$ cat src/rtl/sc_frame_loader.sv
// Byte-stream loader for the 829-bit MAROC slow-control frame: assembles into a shadow
// register, validates length/timeout (and CRC-8 when SC_CRC_EN is defined), then commits atomically.
module sc_frame_loader #(
  parameter int unsigned FRAME_BITS  = 829,
  parameter int unsigned TIMEOUT_CYC = 65535
) (
  input  logic                  CK_SC,
  input  logic                  rst_n,
  input  logic [7:0]            s_data,
  input  logic                  s_valid,
  input  logic                  s_last,
  output logic                  s_ready,
  input  logic                  tx_busy,
  output logic [FRAME_BITS-1:0] frame_out,
  output logic                  set_new_data,
  output logic                  err_pulse,
  output logic [1:0]            err_code,
  output logic [15:0]           frame_cnt
);
  localparam int unsigned NBYTES = (FRAME_BITS + 7) / 8;
`ifdef SC_CRC_EN
  localparam int unsigned NEXP   = NBYTES + 1;
`else
  localparam int unsigned NEXP   = NBYTES;
`endif
  localparam int unsigned CNT_W  = $clog2(NEXP + 1);
  localparam int unsigned TMR_W  = $clog2(TIMEOUT_CYC + 1);
  localparam int unsigned LAST_W = FRAME_BITS - 8 * (NBYTES - 1);

  typedef enum logic [2:0] {IDLE, COLLECT, DRAIN, CHECK, WAIT_TX, COMMIT} state_t;
  typedef enum logic [1:0] {ERR_SHORT = 2'b00, ERR_LONG = 2'b01,
                            ERR_TIMEOUT = 2'b10, ERR_CRC = 2'b11} err_t;

  state_t                state, state_nx;
  err_t                  err_sel;
  logic                  err_fire;
  logic                  xfer, cnt_last, wr_data, crc_ok;
  logic [CNT_W-1:0]      cnt, cnt_inc;
  logic [TMR_W-1:0]      timer;
  logic [FRAME_BITS-1:0] shadow;

  assign xfer     = s_valid & s_ready;
  assign cnt_inc  = cnt + 1'b1;
  assign cnt_last = (cnt_inc == CNT_W'(NEXP));
  assign wr_data  = xfer && ((state == IDLE) || (state == COLLECT)) && (cnt < CNT_W'(NBYTES));

  always_comb begin
    state_nx = state;
    err_fire = 1'b0;
    err_sel  = ERR_SHORT;
    case (state)
      IDLE: begin
        if (xfer) begin
          if (s_last) err_fire = 1'b1;
          else        state_nx = COLLECT;
        end
      end
      COLLECT: begin
        // A transfer in the timeout cycle takes priority over the timeout.
        if (xfer) begin
          if (s_last && cnt_last) begin
            state_nx = CHECK;
          end else if (s_last) begin
            err_fire = 1'b1;
            state_nx = IDLE;
          end else if (cnt_last) begin
            err_fire = 1'b1;
            err_sel  = ERR_LONG;
            state_nx = DRAIN;
          end
        end else if (timer == TMR_W'(TIMEOUT_CYC - 1)) begin
          err_fire = 1'b1;
          err_sel  = ERR_TIMEOUT;
          state_nx = IDLE;
        end
      end
      DRAIN: begin
        if (xfer && s_last) state_nx = IDLE;
      end
      CHECK: begin
        if (!crc_ok) begin
          err_fire = 1'b1;
          err_sel  = ERR_CRC;
          state_nx = IDLE;
        end else begin
          state_nx = WAIT_TX;
        end
      end
      WAIT_TX: begin
        if (!tx_busy) state_nx = COMMIT;
      end
      COMMIT:  state_nx = IDLE;
      default: state_nx = IDLE;
    endcase
  end

  // Outputs are registered from the next state so COMMIT-entry is the commit edge.
  always_ff @(posedge CK_SC or negedge rst_n) begin
    if (!rst_n) begin
      state        <= IDLE;
      cnt          <= '0;
      timer        <= '0;
      shadow       <= '0;
      s_ready      <= 1'b1;
      frame_out    <= '0;
      set_new_data <= 1'b0;
      err_pulse    <= 1'b0;
      err_code     <= '0;
      frame_cnt    <= '0;
    end else begin
      state        <= state_nx;
      s_ready      <= (state_nx == IDLE) || (state_nx == COLLECT) || (state_nx == DRAIN);
      set_new_data <= (state_nx == COMMIT);
      err_pulse    <= err_fire;
      if (err_fire) err_code <= err_sel;

      if (state_nx != COLLECT) cnt <= '0;
      else if (xfer)           cnt <= cnt_inc;

      if ((state == COLLECT) && (state_nx == COLLECT) && !xfer) timer <= timer + 1'b1;
      else                                                      timer <= '0;

      for (int unsigned i = 0; i < NBYTES - 1; i++) begin
        if (wr_data && (cnt == CNT_W'(i))) shadow[8*i +: 8] <= s_data;
      end
      if (wr_data && (cnt == CNT_W'(NBYTES - 1)))
        shadow[FRAME_BITS-1 -: LAST_W] <= s_data[LAST_W-1:0];

      if (state_nx == COMMIT) begin
        frame_out <= shadow;
        frame_cnt <= frame_cnt + 1'b1;
      end
    end
  end

`ifdef SC_CRC_EN
  logic [7:0] crc, crc_rx;
  logic       wr_crc;

  function automatic logic [7:0] crc8_step(input logic [7:0] c, input logic [7:0] d);
    logic [7:0] r;
    r = c ^ d;
    for (int unsigned b = 0; b < 8; b++)
      r = r[7] ? ({r[6:0], 1'b0} ^ 8'h07) : {r[6:0], 1'b0};
    return r;
  endfunction

  assign wr_crc = xfer && (state == COLLECT) && (cnt == CNT_W'(NBYTES));

  always_ff @(posedge CK_SC or negedge rst_n) begin
    if (!rst_n) begin
      crc    <= '0;
      crc_rx <= '0;
    end else if (wr_data) begin
      crc <= crc8_step((state == IDLE) ? 8'h00 : crc, s_data);
    end else if (wr_crc) begin
      crc_rx <= s_data;
    end
  end

  assign crc_ok = (crc == crc_rx);
`else
  assign crc_ok = 1'b1;
`endif

endmodule

$ cat config.mk
export PLATFORM = sky130hd
export DESIGN_NAME = sc_frame_loader
export DESIGN_NICKNAME = d
export VERILOG_FILES = /design/src/rtl/sc_frame_loader.sv
export SDC_FILE = /design/constraint.sdc
export NUM_CORES = 2
export LEC_CHECK = 0
export ABC_AREA = 1
export BUFFER_PORTS_ARGS = -buffer_cell sky130_fd_sc_hd__buf_4
export CORE_MARGIN = 3
export CORE_UTILIZATION = 51
export CTS_CLUSTER_SIZE = 20
export DETAILED_ROUTE_END_ITERATION = 10
export GPL_TIMING_DRIVEN = 0
export PLACE_DENSITY = 0.83
export SLEW_MARGIN = 20
export SYNTH_ARGS = -nofsm -noshare
export SYNTH_HDL_FRONTEND = slang
export SYNTH_SLANG_ARGS = --single-unit
$ cat constraint.sdc
create_clock -name CK_SC -period 2.7 [get_ports CK_SC]
set_input_delay 0.135 -clock CK_SC [delete_from_list [all_inputs] [get_ports CK_SC]]
set_output_delay 0.135 -clock CK_SC [all_outputs]
set_load 0.1 [all_outputs]
Yosys cells after proc, flatten, opt, wreduce, memory -nomap -nowiden
Cells that the tools add are included.
- output and inout port bits: 850
- flip-flop bits (word level): 1705
- input bits: 13
- $add $sub $neg: 3
- equality and inequality tests: 113
- reduce and logical (&&, ||, !) cells: 118
- multiplexer cells: 27
- $lt $le $gt $ge: 1
- bitwise operators: 1
- operators by type and width (operator ; count):
    7-bit == test (second input constant) ; 41
    7-bit by 6-bit == test with 1-bit output (second input constant) ; 32
    7-bit by 5-bit == test with 1-bit output (second input constant) ; 16
    1-bit logical AND ; 110
    7-bit by 4-bit == test with 1-bit output (second input constant) ; 8
    16-bit by 1-bit adder with 16-bit output (second input constant) ; 2
    7-bit by 3-bit == test with 1-bit output (second input constant) ; 4
    3-bit two-way mux ; 9
    16-bit == test (second input constant) ; 1
    16-bit two-way mux ; 1
    3-bit case mux with 5 select lines ; 1
    7-bit by 2-bit == test with 1-bit output (second input constant) ; 2
    7-bit two-way mux ; 2
    1-bit two-way mux ; 10
    3-bit by 2-bit == test with 1-bit output (second input constant) ; 3
    7-bit by 1-bit adder with 7-bit output (second input constant) ; 1
    7-bit by 1-bit == test with 1-bit output (second input constant) ; 1
    7-bit logical NOT ; 1
    7-bit < comparator (second input constant) ; 1
    3-bit by 1-bit == test with 1-bit output (second input constant) ; 2
    3-bit == test (second input constant) ; 2
    3-bit logical NOT ; 2
    2-bit two-way mux ; 3
    1-bit logical OR ; 3
    5 further kinds ; 5

Longest topological paths before layout
- depth in word-level cells: 11
- mapped depth: 15
- depth with buffers taken out: 14

Worst setup path before layout
No wires, ideal clock.
- kind: reg2reg
- start point: register s_ready
- end point: register shadow[61]
- path slack: 0.011 ns
- setup time: 0.129 ns
- stages on the path, launching flop included: 10
- data arrival time: 2.560 ns
- path buffers: 2
- cell sequence: dfstp_2 > nand2_1 > nor4_4 > inv_4 > nor4_4 > buf_6 > nand2_4 > buf_6 > nand2_1 > o21ai_2
- longest elaborated chain between the ends: 4
- ends and longest elaborated chain (element ; line ; RTL):
    start: declaration ; 12 ; output logic s_ready,
    start signal: assignment ; 112 ; s_ready <= (state_nx == IDLE) || (state_nx == COLLECT) || (state_nx == DRAIN);
    1-bit AND ; 42 ; assign xfer = s_valid & s_ready;
    1-bit logical AND (2 in series) ; 45 ; assign wr_data = xfer && ((state == IDLE) || (state == COLLECT)) && (cnt < CNT_W'(NBYTES));
    1-bit logical AND ; 124 ; if (wr_data && (cnt == CNT_W'(i))) shadow[8*i +: 8] <= s_data;
    end signal: indexed assignment ; 124 ;
    end signal: indexed assignment ; 127 ; shadow[FRAME_BITS-1 -: LAST_W] <= s_data[LAST_W-1:0];
    end: declaration ; 40 ; logic [FRAME_BITS-1:0] shadow;
No other way between the ends.
A chain may end at the register's enable or synchronous reset.

Final worst setup path
- start point: register cnt[3]
- end point: register shadow[734]
- longest elaborated chain between the ends: 3
- ends and longest elaborated chain (element ; line ; RTL):
    start: declaration ; 38 ; logic [CNT_W-1:0] cnt, cnt_inc;
    start signal: assignment ; 118 ; else if (xfer) cnt <= cnt_inc;
    7-bit < comparator ; 45 ;
    1-bit logical AND ; 45 ;
    1-bit logical AND * ; 124 ;
Every way passes the cells marked *; elsewhere a longest branch is shown, timed or not.

==> impl_results.rst <==
.. list-table::
   :header-rows: 1

   * - Metric
     - Value
   * - Clk buf depth
     - 3
   * - Wire length of the first global-routing pass
     - 317000 um
   * - Root buffer cell
     - clkbuf_16
   * - Leading post-synthesis cells by instance count
     - 3420 x nand2_1, 1704 x dfrtp_1, 510 x o21ai_0
   * - Total cell area at the placement stage
     - 72800 um2
   * - Min cycle time layout
     - 2.64 ns
   * - Type of the tightest min-delay check
     - primary input to asynchronous set/reset pin
   * - Chip Height
     - 359 um
   * - Asr flop ratio synth
     - 100%
   * - Unrepaired setup endpoints after global routing
     - true
   * - Overall die width
     - 359 um
   * - Cells on worst reg2reg path
     - 7
   * - Global-route congestion overflow total
     - 0
   * - Synth Area in Compound Gates
     - 6.85%
   * - Number of flip-flops and latches in the synthesized netlist
     - 1705
   * - Number of hold violations in the final report
     - 296
   * - Core outline area
     - 123000 um2
   * - Number of flops mapped to enable cells by yosys
     - 0
   * - Number of library cell types mapped by synthesis
     - 29
   * - Final setup vio count
     - 0
   * - Total Power Consumption
     - 54.4 mW
   * - Met1 capacity usage during global routing
     - 38.4%
   * - Worst EP required
     - 3.38 ns
   * - Peak fanout along the critical path
     - 10
   * - Yosys synthesis warning count
     - 0
   * - Final Routed Wirelength
     - 215000 um
   * - Power per unit of standard cell area
     - 690 nW/um2
   * - CTS sink count
     - 1705
   * - Starting Density
     - 51.7%
   * - Cell count after synthesis
     - 6613
   * - Count of routing violations after the opening detailed-route iteration
     - 5657
   * - Slowest cell on crit path
     - nor2_2
   * - Via count of the first global-routing pass
     - 52600
   * - Most used cell along the critical path
     - nand2_1
   * - Start point of the critical path
     - cnt[3]$_DFFE_PN0P_
   * - Worst Skew
     - 0.0352 ns
   * - Post-synthesis share of cell area spent on full adders, half adders and majority gates
     - 0.138%
   * - Maximum ir drop on the vdd rail
     - 661 uV
   * - Area fraction in and, or, nand and nor cells after synthesis
     - 22.1%
   * - Placer congestion estimate
     - 0.936
   * - Count of pins over their slew limit
     - 0
   * - Violations in the final reports
     - negative hold slack
   * - Post-detail-place hpwl
     - 149000 um
   * - # H-tree levels
     - 4
   * - Capturing element type of the critical path
     - register
   * - First-pass iteration count of the detailed router
     - 6
   * - Final WS setup
     - 0.0598 ns
   * - Setup slack on the worst flop-to-flop path
     - 0.06 ns
   * - Net count reported at finish
     - 7730
   * - Library cell with the highest instance count after synthesis
     - nand2_1
   * - Timing-limited maximum frequency
     - 379 MHz
   * - DRC errors left
     - 0
   * - CTS Buf Count
     - 168
   * - Clock latency of the later-clocked register in the worst-skew pair
     - 0.83 ns
   * - Kind of start point of the critical path
     - register
   * - Relative max-transition margin
     - 38.9%
   * - Critical path type
     - register to register
   * - Number of placement rows
     - 128
   * - Met3 capacity usage during global routing
     - 10.1%
   * - Detail-routed net length per standard cell
     - 22.8 um
   * - Crit path largest cell delay
     - 0.76 ns
   * - Clock slew seen by the registers of the worst setup and hold paths
     - 0.06 ns
   * - Fraction of synthesized area in multiplexers
     - 0%
   * - Arr. time, crit path
     - 3.32 ns
   * - Placement-stage worst setup slack
     - -1.46 ns
   * - CTS tree
     - done
   * - Met2 capacity usage during global routing
     - 52.2%
   * - Antenna-violating nets left
     - 0
   * - Dominant combinational cell family by area after synthesis
     - simple AND/OR/NAND/NOR gates
   * - Fraction of layout instances using a drive strength above 1
     - 18.1%
   * - Net Count, Synth
     - 6633
   * - Vias per inst
     - 5.51
   * - Initial antenna violation count
     - 9
   * - Critical path, cell by cell
     - buf_2 > nand2_1 > nor2_2 > nand3b_1 > clkbuf_1 > nand2_1 > o21ai_0
   * - XOR/XNOR Fraction of Synth Area
     - 0.442%
   * - Most used flip-flop cell after synthesis
     - dfrtp_1
   * - Area of all placed cells without fillers
     - 78900 um2
   * - Port-buffer cells
     - 862
   * - Largest net degree at the start of global routing
     - 162
   * - Cell accounting for the most synthesized area
     - dfrtp_1
   * - Worst-Margin Slew
     - 0.917 ns
   * - Outcome
     - complete, but fails checks
   * - Largest cells by area after synthesis
     - dfrtp_1 67%, nand2_1 20%, o21ai_0 4.0%, o21ai_1 2.3%, clkbuf_1 1.9%
   * - Sequential element share of the synthesized area
     - 67.3%
   * - Yosys top cell area share
     - 67.3%
   * - Synth-to-layout area growth
     - 24.5%
   * - Layer with the highest usage after global routing
     - met2
   * - Die Outline Area
     - 129000 um2
   * - Synthesized cell area
     - 63400 um2
   * - Worst hold margin
     - -0.700 ns
   * - Boundary Pins
     - 863
   * - Fraction of the cycle the final worst path needs
     - 97.8%
   * - Syn_area_per_cell
     - 9.59 um2
   * - Routed vias
     - 52200
   * - Endpoint of the worst register-to-register path
     - shadow[734]$_DFFE_PN0P_
   * - Reported leakage power
     - 42.6 nW
   * - R2r startpoint
     - cnt[3]$_DFFE_PN0P_
   * - Aggregate global-route resource usage
     - 33.1%
   * - Max-capacitance violation count
     - 0
## flip-flops by register name (all words and copies together), names as in the netlist
name / flops
frame_out: 829
set_new_data: 1
state: 3
err_pulse: 1
cnt: 7
timer: 16
frame_cnt: 16
s_ready: 1
err_code: 2
shadow: 829
## worst max path at each step
stage,to,slack (ns),depth (start not counted)
4_1_cts,frame_out[20]$_DFFE_PN0P_,0.009,7
3_5_place_dp,frame_out[323]$_DFFE_PN0P_,-1.46,8
2_1_floorplan,shadow[61]$_DFFE_PN0P_,0.01,9
3_3_place_gp,frame_out[47]$_DFFE_PN0P_,-18.42,1
6_report,shadow[734]$_DFFE_PN0P_,0.06,7
5_1_grt,shadow[663]$_DFFE_PN0P_,-0.08,9
## cell usage in the layout, fill, tap and decap left out, types with 6 or more instances in the layout
master	count
nand4_1	9
xnor2_1	9
clkbuf_1	308
nand3b_1	16
clkinv_16	6
o21ai_2	33
buf_12	11
clkbuf_4	7
nor3_1	7
buf_6	44
ha_1	7
clkbuf_16	172
nand3_1	21
clkinv_2	19
bufinv_16	8
buf_16	26
nor2_1	49
nor2_4	14
clkbuf_2	55
o21ai_1	295
o21ai_0	509
nand2_4	40
xor2_1	23
buf_2	16
buf_4	885
nand2_2	17
dfrtp_1	1704
clkbuf_8	30
inv_1	48
nand2_1	3403
## logic make-up (layout without fill, tap and decap cells)
logic type | after synthesis | after routing
adder cells (fa/ha/maj) | 7 | 7
XOR/XNOR | 32 | 32
AND/OR/NAND/NOR | 3587 | 3587
flip-flops | 1705 | 1705
buffers and inverters | 440 | 1663
other | 0 | 3
AO/OA/AOI/OAI | 842 | 842
## layer usage
metal	routed length (um)	up-vias
li1	-	22900
met1	76100	25800
met2	100000	2696
met3	21200	790
met4	18100	0
met5	0	-
## repair_timing
item                       4_1_cts  5_1_grt
gates cloned                     0        2
pin swaps                        9       10
resized for setup               37      109
hold endpoints to repair       305      295
setup buffers                   14       16
hold buffers                     4        1
setup endpoints to repair     1653     1081
## worst max-delay path, delay by kind of cell (launching register included)
kind	cells	cell delay (ns)
flip-flops	1	0.32
buffers and inverters	2	0.52
AO/OA/AOI/OAI	1	0.09
AND/OR/NAND/NOR	4	1.58
## cell type report
| class | count | area (um2) |
|---|---|---|
| fillers | 9048 | 43600 |
| flip-flops and latches | 1705 | 42700 |
| multi-input cells | 4468 | 18900 |
| repair buffers | 929 | 7700 |
| clock buffers | 247 | 4830 |
| well taps | 1625 | 2030 |
| plain buffers | 388 | 1930 |
| clock inverters | 49 | 717 |
| inverters | 50 | 190 |
| diodes | 3 | 7.51 |
## where the power goes
part / leakage, nW / total, mW / switching (mW) / internal (mW)
Combinational: 16.2 / 3.51 / 2.60 / 0.914
Clock: 2.70 / 23.6 / 10.3 / 13.3
Sequential: 23.7 / 27.3 / 0.687 / 26.6
Total: 42.6 / 54.4 / 13.6 / 40.8
## per-stage QoR
stage                     TNS (ns)  instances  util (%)
after floorplan                  0       6613         -
after global placement           -       9100      58.7
after detailed placement  -1163.11       9130      59.4
after CTS                        0       9442      64.2
after global routing        -0.238       9464      64.4
final                            0       9464      64.4
(Power assumes the default switching activity.)
